--- src/rtl/block_acc_sequencer.sv ---
// rtl/block_acc_sequencer.sv - drives one 2x2 block accumulator through a block-matrix product
// Optional watchdog on the accumulator add: define BLOCK_ACC_SEQ_TIMEOUT_EN.
module block_acc_sequencer #(
   parameter int K_W         = 8,
   parameter int BLK_W       = 8,
   parameter int TIMEOUT_CYC = 64
) (
   input  logic             clk,
   input  logic             reset,
   input  logic             go,
   input  logic [K_W-1:0]   cfg_k,
   input  logic [BLK_W-1:0] cfg_blocks,
   output logic             busy,
   output logic             run_done,
   input  logic             pp_valid,
   output logic             pp_ready,
   input  logic [31:0]      pp_a11,
   input  logic [31:0]      pp_a12,
   input  logic [31:0]      pp_a21,
   input  logic [31:0]      pp_a22,
   output logic             acc_start,
   output logic             acc_reset,
   output logic [31:0]      acc_in_a11,
   output logic [31:0]      acc_in_a12,
   output logic [31:0]      acc_in_a21,
   output logic [31:0]      acc_in_a22,
   input  logic             acc_done,
   input  logic [31:0]      acc_a11,
   input  logic [31:0]      acc_a12,
   input  logic [31:0]      acc_a21,
   input  logic [31:0]      acc_a22,
   output logic             out_valid,
   input  logic             out_ready,
   output logic [31:0]      out_a11,
   output logic [31:0]      out_a12,
   output logic [31:0]      out_a21,
   output logic [31:0]      out_a22,
   output logic             err_timeout
);

   typedef enum logic [2:0] {
      S_IDLE, S_CLEAR, S_CLEAR_WAIT, S_FETCH, S_ISSUE, S_WAIT_DONE, S_GAP, S_OUTPUT
   } state_t;

   state_t           state;
   logic [K_W-1:0]   k_cnt;
   logic [K_W-1:0]   k_cfg;
   logic [BLK_W-1:0] blk_cnt;
   logic [BLK_W-1:0] blk_cfg;
   logic [BLK_W:0]   blk_next;

   // One extra bit so cfg_blocks at its maximum still compares without wrap.
   assign blk_next = {1'b0, blk_cnt} + 1'b1;

`ifdef BLOCK_ACC_SEQ_TIMEOUT_EN
   localparam int WD_W = $clog2(TIMEOUT_CYC + 1);
   localparam logic [WD_W-1:0] WD_LAST = WD_W'(TIMEOUT_CYC - 1);
   logic [WD_W-1:0] wd_cnt;
`else
   // No watchdog: the flag is constant low (the comparison is always false).
   assign err_timeout = (TIMEOUT_CYC < 0);
`endif

   always_ff @(posedge clk) begin
      if (reset) begin
         state      <= S_IDLE;
         k_cnt      <= '0;
         k_cfg      <= '0;
         blk_cnt    <= '0;
         blk_cfg    <= '0;
         busy       <= 1'b0;
         run_done   <= 1'b0;
         pp_ready   <= 1'b0;
         acc_start  <= 1'b0;
         acc_reset  <= 1'b1;
         acc_in_a11 <= '0;
         acc_in_a12 <= '0;
         acc_in_a21 <= '0;
         acc_in_a22 <= '0;
         out_valid  <= 1'b0;
         out_a11    <= '0;
         out_a12    <= '0;
         out_a21    <= '0;
         out_a22    <= '0;
`ifdef BLOCK_ACC_SEQ_TIMEOUT_EN
         wd_cnt      <= '0;
         err_timeout <= 1'b0;
`endif
      end else begin
         run_done  <= 1'b0;
         acc_start <= 1'b0;
         acc_reset <= 1'b0;
         case (state)
            S_IDLE: begin
               if (go) begin
                  k_cfg   <= cfg_k;
                  blk_cfg <= cfg_blocks;
                  blk_cnt <= '0;
                  if (cfg_blocks == '0) begin
                     run_done <= 1'b1;
                  end else begin
                     busy      <= 1'b1;
                     acc_reset <= 1'b1;
                     state     <= S_CLEAR;
                  end
               end
            end
            S_CLEAR: begin
               k_cnt <= '0;
               state <= S_CLEAR_WAIT;
            end
            S_CLEAR_WAIT: begin
               if (k_cfg == '0) begin
                  out_a11   <= acc_a11;
                  out_a12   <= acc_a12;
                  out_a21   <= acc_a21;
                  out_a22   <= acc_a22;
                  out_valid <= 1'b1;
                  state     <= S_OUTPUT;
               end else begin
                  pp_ready <= 1'b1;
                  state    <= S_FETCH;
               end
            end
            S_FETCH: begin
               if (pp_valid && pp_ready) begin
                  acc_in_a11 <= pp_a11;
                  acc_in_a12 <= pp_a12;
                  acc_in_a21 <= pp_a21;
                  acc_in_a22 <= pp_a22;
                  pp_ready   <= 1'b0;
                  acc_start  <= 1'b1;
                  state      <= S_ISSUE;
               end
            end
            S_ISSUE: begin
`ifdef BLOCK_ACC_SEQ_TIMEOUT_EN
               wd_cnt <= '0;
`endif
               state <= S_WAIT_DONE;
            end
            S_WAIT_DONE: begin
               if (acc_done) begin
                  k_cnt <= k_cnt + 1'b1;
                  state <= S_GAP;
               end
`ifdef BLOCK_ACC_SEQ_TIMEOUT_EN
               else if (wd_cnt == WD_LAST) begin
                  err_timeout <= 1'b1;
                  acc_reset   <= 1'b1;
                  run_done    <= 1'b1;
                  busy        <= 1'b0;
                  state       <= S_IDLE;
               end else begin
                  wd_cnt <= wd_cnt + 1'b1;
               end
`endif
            end
            S_GAP: begin
               if (k_cnt == k_cfg) begin
                  out_a11   <= acc_a11;
                  out_a12   <= acc_a12;
                  out_a21   <= acc_a21;
                  out_a22   <= acc_a22;
                  out_valid <= 1'b1;
                  state     <= S_OUTPUT;
               end else begin
                  pp_ready <= 1'b1;
                  state    <= S_FETCH;
               end
            end
            S_OUTPUT: begin
               if (out_valid && out_ready) begin
                  out_valid <= 1'b0;
                  blk_cnt   <= blk_next[BLK_W-1:0];
                  if (blk_next == {1'b0, blk_cfg}) begin
                     run_done <= 1'b1;
                     busy     <= 1'b0;
                     state    <= S_IDLE;
                  end else begin
                     acc_reset <= 1'b1;
                     state     <= S_CLEAR;
                  end
               end
            end
            default: state <= S_IDLE;
         endcase
      end
   end

endmodule

--- config.mk ---
export PLATFORM = sky130hd
export DESIGN_NAME = block_acc_sequencer
export DESIGN_NICKNAME = d
export VERILOG_FILES = /design/src/rtl/block_acc_sequencer.sv
export SDC_FILE = /design/constraint.sdc
export NUM_CORES = 1
export LEC_CHECK = 0
export ABC_AREA = 1
export BUFFER_PORTS_ARGS = -buffer_cell sky130_fd_sc_hd__clkbuf_2
export CAP_MARGIN = 10
export CORE_AREA = 2 2 209 211
export CTS_BUF_LIST = sky130_fd_sc_hd__clkbuf_4 sky130_fd_sc_hd__clkbuf_8
export CTS_CLUSTER_DIAMETER = 100
export DETAILED_ROUTE_END_ITERATION = 12
export DIE_AREA = 0 0 211 213
export PLACE_DENSITY = 0.54
export RECOVER_POWER = 25
export SLEW_MARGIN = 0
export SYNTH_ARGS = -nofsm -noshare
export SYNTH_HDL_FRONTEND = slang
export SYNTH_SLANG_ARGS = --single-unit
--- constraint.sdc ---
create_clock -name clk -period 1.75 [get_ports clk]
set_clock_uncertainty 0.15 [all_clocks]
set_input_delay 0.35 -clock clk [delete_from_list [all_inputs] [get_ports clk]]
set_output_delay 0.35 -clock clk [all_outputs]
set_load 0.1 [all_outputs]
### After elaboration in Yosys (flattened, before gate mapping)

Index checks and enable logic that the tools add are counted.

* register bits: 297
* bits of input ports: 278
* output and inout port bits: 263
* word-level logic and storage cells: 111

* add/subtract/negate cells: 2
* eq/ne operators: 19
* multiplexer cells: 50
* bitwise gates (word level): 1
* reduce and logical (&&, ||, !) cells: 20

Operators with widths (number)
* 32-bit two-way mux: 8
* 32-bit case mux with 2 select lines: 4
* 8-bit case mux with 2 select lines: 2
* 8-bit two-way mux: 3
* 3-bit case mux with 8 select lines: 1
* 3-bit two-way mux: 7
* 1-bit two-way mux: 20
* 2-bit inequality test (second input constant): 10
* 8-bit logical NOT: 2
* 3-bit == test (second input constant): 4
* 5-bit AND reduction: 2
* 8-bit by 1-bit adder with 9-bit output (second input constant): 1
* 9-bit by 8-bit == test with 1-bit output: 1
* 8-bit by 1-bit adder with 8-bit output (second input constant): 1
* 8-bit == test: 1
* 4-bit AND reduction: 2
* 3-bit by 2-bit == test with 1-bit output (second input constant): 2
* 1-bit case mux with 2 select lines: 3
* 1-bit case mux with 3 select lines: 2
* 2-bit AND reduction: 3
* 3-bit AND reduction: 2
* 2-bit nonzero test: 3
* 3-bit nonzero test: 2
* 3-bit by 1-bit == test with 1-bit output (second input constant): 1
* 4 further kinds: 5

### Longest topological paths before layout

* word-level depth: 5
* depth in mapped cells: 12
* mapped depth without buffers: 12

### Worst setup path after synthesis

OpenSTA, ideal clock, no wires.

* path kind: flip-flop to flip-flop
* start point: register pp_ready
* end point: register acc_in_a21[10]
* library setup time: 116 ps
* data arrival time: 1865 ps
* required time: 1484 ps
* path slack: -381 ps
* stages on the path, launching flop included: 8
* path buffers: 2
* period minus slack after synthesis: 2131 ps
* cell sequence: dfxtp_1 -> nand2_1 -> nor2_4 -> inv_2 -> buf_4 -> buf_2 -> nor2_1 -> nor2_1

* longest elaborated chain between the ends: 2

RTL lines
* from (decl): RTL line 16 `output logic pp_ready,`
* from (signal assigned): RTL line 73 `pp_ready <= 1'b0;`
* from (signal assigned): RTL line 121 `pp_ready <= 1'b1;`
* from (signal assigned): RTL line 131 `pp_ready <= 1'b0;`
* 1-bit logical AND: RTL line 126 `if (pp_valid && pp_ready) begin`
* 2-bit AND reduction (no line)
* to (signal assigned): RTL line 129 `acc_in_a21 <= pp_a21;`
* to (decl): RTL line 25 `output logic [31:0] acc_in_a21,`

No other way between the ends.
A chain may end at the register's enable or synchronous reset.

### Final worst setup path

* start point: register k_cnt[1]
* end point: register out_a21[18]

* longest elaborated chain between the ends: 3

RTL lines
* from (decl): RTL line 46 `logic [K_W-1:0] k_cnt;`
* from (signal assigned): RTL line 144 `k_cnt <= k_cnt + 1'b1;`
* 8-bit == test: RTL line 160 `if (k_cnt == k_cfg) begin`
* 2-bit inequality test (no line)
* 3-bit AND reduction (no line)
* to (signal assigned): RTL line 83 `out_a21 <= '0;`
* to (signal assigned): RTL line 116 `out_a21 <= acc_a21;`
* to (signal assigned): RTL line 163 `out_a21 <= acc_a21;`
* to (decl): RTL line 36 `output logic [31:0] out_a21,`

No other way between the ends.

==> flow_metrics.env <==
export IMPL_status="finished with violations"
export IMPL_violations="negative setup slack"
export IMPL_ys_seq_area_share_pct=53.94
export IMPL_wire_per_inst_um=19.12
export IMPL_die_height_um=213
export IMPL_slowest_delay_ps=320
export IMPL_final_hold_viol_count=0
export IMPL_dp_hpwl_mm=28.79
export IMPL_crit_chain="xnor2_1, nand3_1, nor3_2, nand3_2, nand2_4, buf_12, buf_12, clkbuf_16, o21ai_1, nor2_1"
export IMPL_grt_ovfl_total=0
export IMPL_wirelength_mm=55.93
export IMPL_cts_sinks=297
export IMPL_via_per_inst=4.787
export IMPL_syn_inst=1428
export IMPL_drive_gt1_share_pct=45.21
export IMPL_rsz0062_at_grt="yes"
export IMPL_cpMostUsedCell="buf_12"
export IMPL_clock_fmax_mhz=502.7
export IMPL_die_width_um=211
export IMPL_nets=2619
export IMPL_r2r_cells=10
export IMPL_portBuffers=539
export IMPL_crit_slowest_cell="dfxtp_2"
export IMPL_drtPass1Iterations=6
export IMPL_drt_initial_drc_count=820
export IMPL_cts_buffers=52
export IMPL_vdd_ir_drop_worst_mv=0.9346
export IMPL_setup_viol=148
export IMPL_fp_coreArea_um2=42700
export IMPL_r2r_start="k_cnt[1]"
export IMPL_dieArea_um2=44940
export IMPL_finalPower_mw=30.28
export IMPL_worst_path_max_fanout=7
export IMPL_slew_violations=0
export IMPL_r2r_end="out_a21[18]"
export IMPL_vias=14000
export IMPL_ys_ff_latch=297
export IMPL_hold_path_class="in -> reg"
export IMPL_p_per_area_nw_per_um2=1227
export IMPL_fin_crit_ps=1989
export IMPL_clk_pin_slew_worst_paths_ps=60
export IMPL_clockBufferDepth=3
export IMPL_crit_buf_inv=3
export IMPL_syn_mean_instance_area_um2=7.719
export IMPL_grt_pass1_vias=14440
export IMPL_syn_area_um2=11020
export IMPL_worstPathArrival_ps=2360
export IMPL_r2r_slack_ps=-240
export IMPL_drc=0
export IMPL_grt_pass1_wl_mm=77.02
export IMPL_fin_crit_sh_pct=113.7
export IMPL_pin_count=541
export IMPL_dp_cells=2521
export IMPL_maxCapViolations=0
export IMPL_start_kind="register"
export IMPL_antenna_found_initial=1
export IMPL_start_util_pct=25.82
export IMPL_min_from="pp_valid"
export IMPL_area_growth_pct=123.9
export IMPL_stdcell_count=2925
export IMPL_cts_tree="yes"
export IMPL_grt_use_total_pct=21.61
export IMPL_whs_path_depth=6
export IMPL_final_core_util_pct=57.80
export IMPL_synth_net_count=1708
export IMPL_gp_congestion=0.8182
export IMPL_holdWs_ps=208.7
export IMPL_synth_warnings=0
export IMPL_ant_nets=0
export IMPL_crit_family="simple AND/OR/NAND/NOR gates"
export IMPL_cts_htree_levels=2
export IMPL_crit_cells=10
export IMPL_crit_start="k_cnt[1]"
export IMPL_worstSetupEndpointType="register"
export IMPL_path_class="reg -> reg"
export IMPL_cp_endpoint="out_a21[18]"
export IMPL_required_ps=2120
export IMPL_grt_max_degree=52
export IMPL_cts_root_buf="clkbuf_8"
export IMPL_num_rows=76
export IMPL_synth_cell_types=35
export IMPL_leakagePower_nw=10.97
export IMPL_setup_ws_ps=-239.4
export IMPL_clock_latency_ps=610
[cell usage after synthesis (all sizes together)]
library cell / n / area share [%]
a211oi: 4 / 0.27
a21oi: 32 / 1.5
a311oi: 1 / 0.079
a31oi: 4 / 0.23
and2: 2 / 0.11
buf: 54 / 3.6
clkbuf: 39 / 1.3
clkinv: 1 / 0.034
conb: 1 / 0.034
dfxtp: 297 / 54
ha: 2 / 0.23
inv: 41 / 1.4
nand2: 70 / 2.5
nand3: 28 / 1.3
nand4: 7 / 0.40
nor2: 546 / 19
nor3: 6 / 0.41
nor3b: 2 / 0.14
o211ai: 1 / 0.11
o21ai: 278 / 13
o21bai: 1 / 0.068
o221ai: 1 / 0.079
xnor2: 3 / 0.24
xor2: 7 / 0.56
[what timing repair did]
item	4_1_cts	5_1_grt
endpoints found under the setup margin	441	313
pin swaps	4	89
hold endpoints to repair	281	0
gates cloned	0	15
buffers inserted	1	19
resized for setup	900	264
hold buffers	276	0
[cell usage in the layout, fill, tap and decap left out, types with 34 or more instances in the layout]
cell type	synthesis	layout
o21ai_2	1	44
dfxtp_1	297	120
clkbuf_8	0	109
dfxtp_2	0	173
nor2_2	3	45
o21ai_0	149	80
dlygate4sd3_1	0	276
nor2_1	540	491
buf_4	18	73
buf_12	0	51
o21ai_1	128	146
nand2_1	67	63
clkbuf_2	1	278
clkbuf_16	0	194
inv_1	35	34
[worst min path at each step]
stage                       endpoint  slack (ps)
after floorplan           blk_cnt[2]         280
after global placement     out_valid         300
after detailed placement   out_valid         300
final                       state[1]         210
after CTS                   state[2]         120
after global routing        state[1]         250
[metal layers]
metal	track usage (%)	up-vias	part of all wire (%)
met3	6.663	227	7.5
li1	-	6454	-
met4	12.41	0	5.6
met5	0	-	0
met1	22.55	6625	36
met2	38.49	697	50
[sequential cells by signal, indices dropped and copies added, names as in the netlist, 32 cells and up]
name / flops
acc_in_a11: 32
acc_in_a12: 32
acc_in_a21: 32
acc_in_a22: 32
out_a11: 32
out_a12: 32
out_a21: 32
out_a22: 32
[worst min-delay path: stages]
cell and delay, ps:
clkbuf_2 90, nand2_1 150, a21oi_1 100, o211ai_2 120, nor3_1 60, nor2_1 70
[kinds of logic (layout without fill, tap and decap cells)]
kind of cell             after synthesis  count (layout)  synth area share (%)
buffers and inverters                135            1085                 6.368
AND/OR/NAND/NOR                      661             661                 23.69
AO/OA/AOI/OAI                        322             322                 14.95
flip-flops                           297             297                 53.94
XOR/XNOR                              10              10                0.7946
other                                  1               2               0.03402
adder cells (fa/ha/maj)                2               2                0.2270
[final cells by class]
class / instances / area, µm²
clock inverter: 9 / 100.1
multi-input combinational: 996 / 4846
tap: 546 / 683.2
inverter: 42 / 188.9
clock buffer: 84 / 1050
fill: 3131 / 18020
antenna: 1 / 2.502
sequential: 297 / 6177
timing repair buffer: 950 / 11630
[through the flow]
step	TNS [ps]	setup WS [ps]	area, µm²
after global placement	-1242	-69.03	14970
after CTS	-642.5	-42.49	23510
after global routing	-44650	-355.0	24680
after floorplan	0	38.48	11030
after detailed placement	-5696	-147.2	14970
final	-22270	-239.4	24680
[power by group]
part | switching, mW | internal [mW]
Clock | 3.08 | 4.07
Combinational | 8.88 | 5.42
Sequential | 0.980 | 7.84
Total | 12.9 | 17.3
Power figures use the tool's default switching activity.
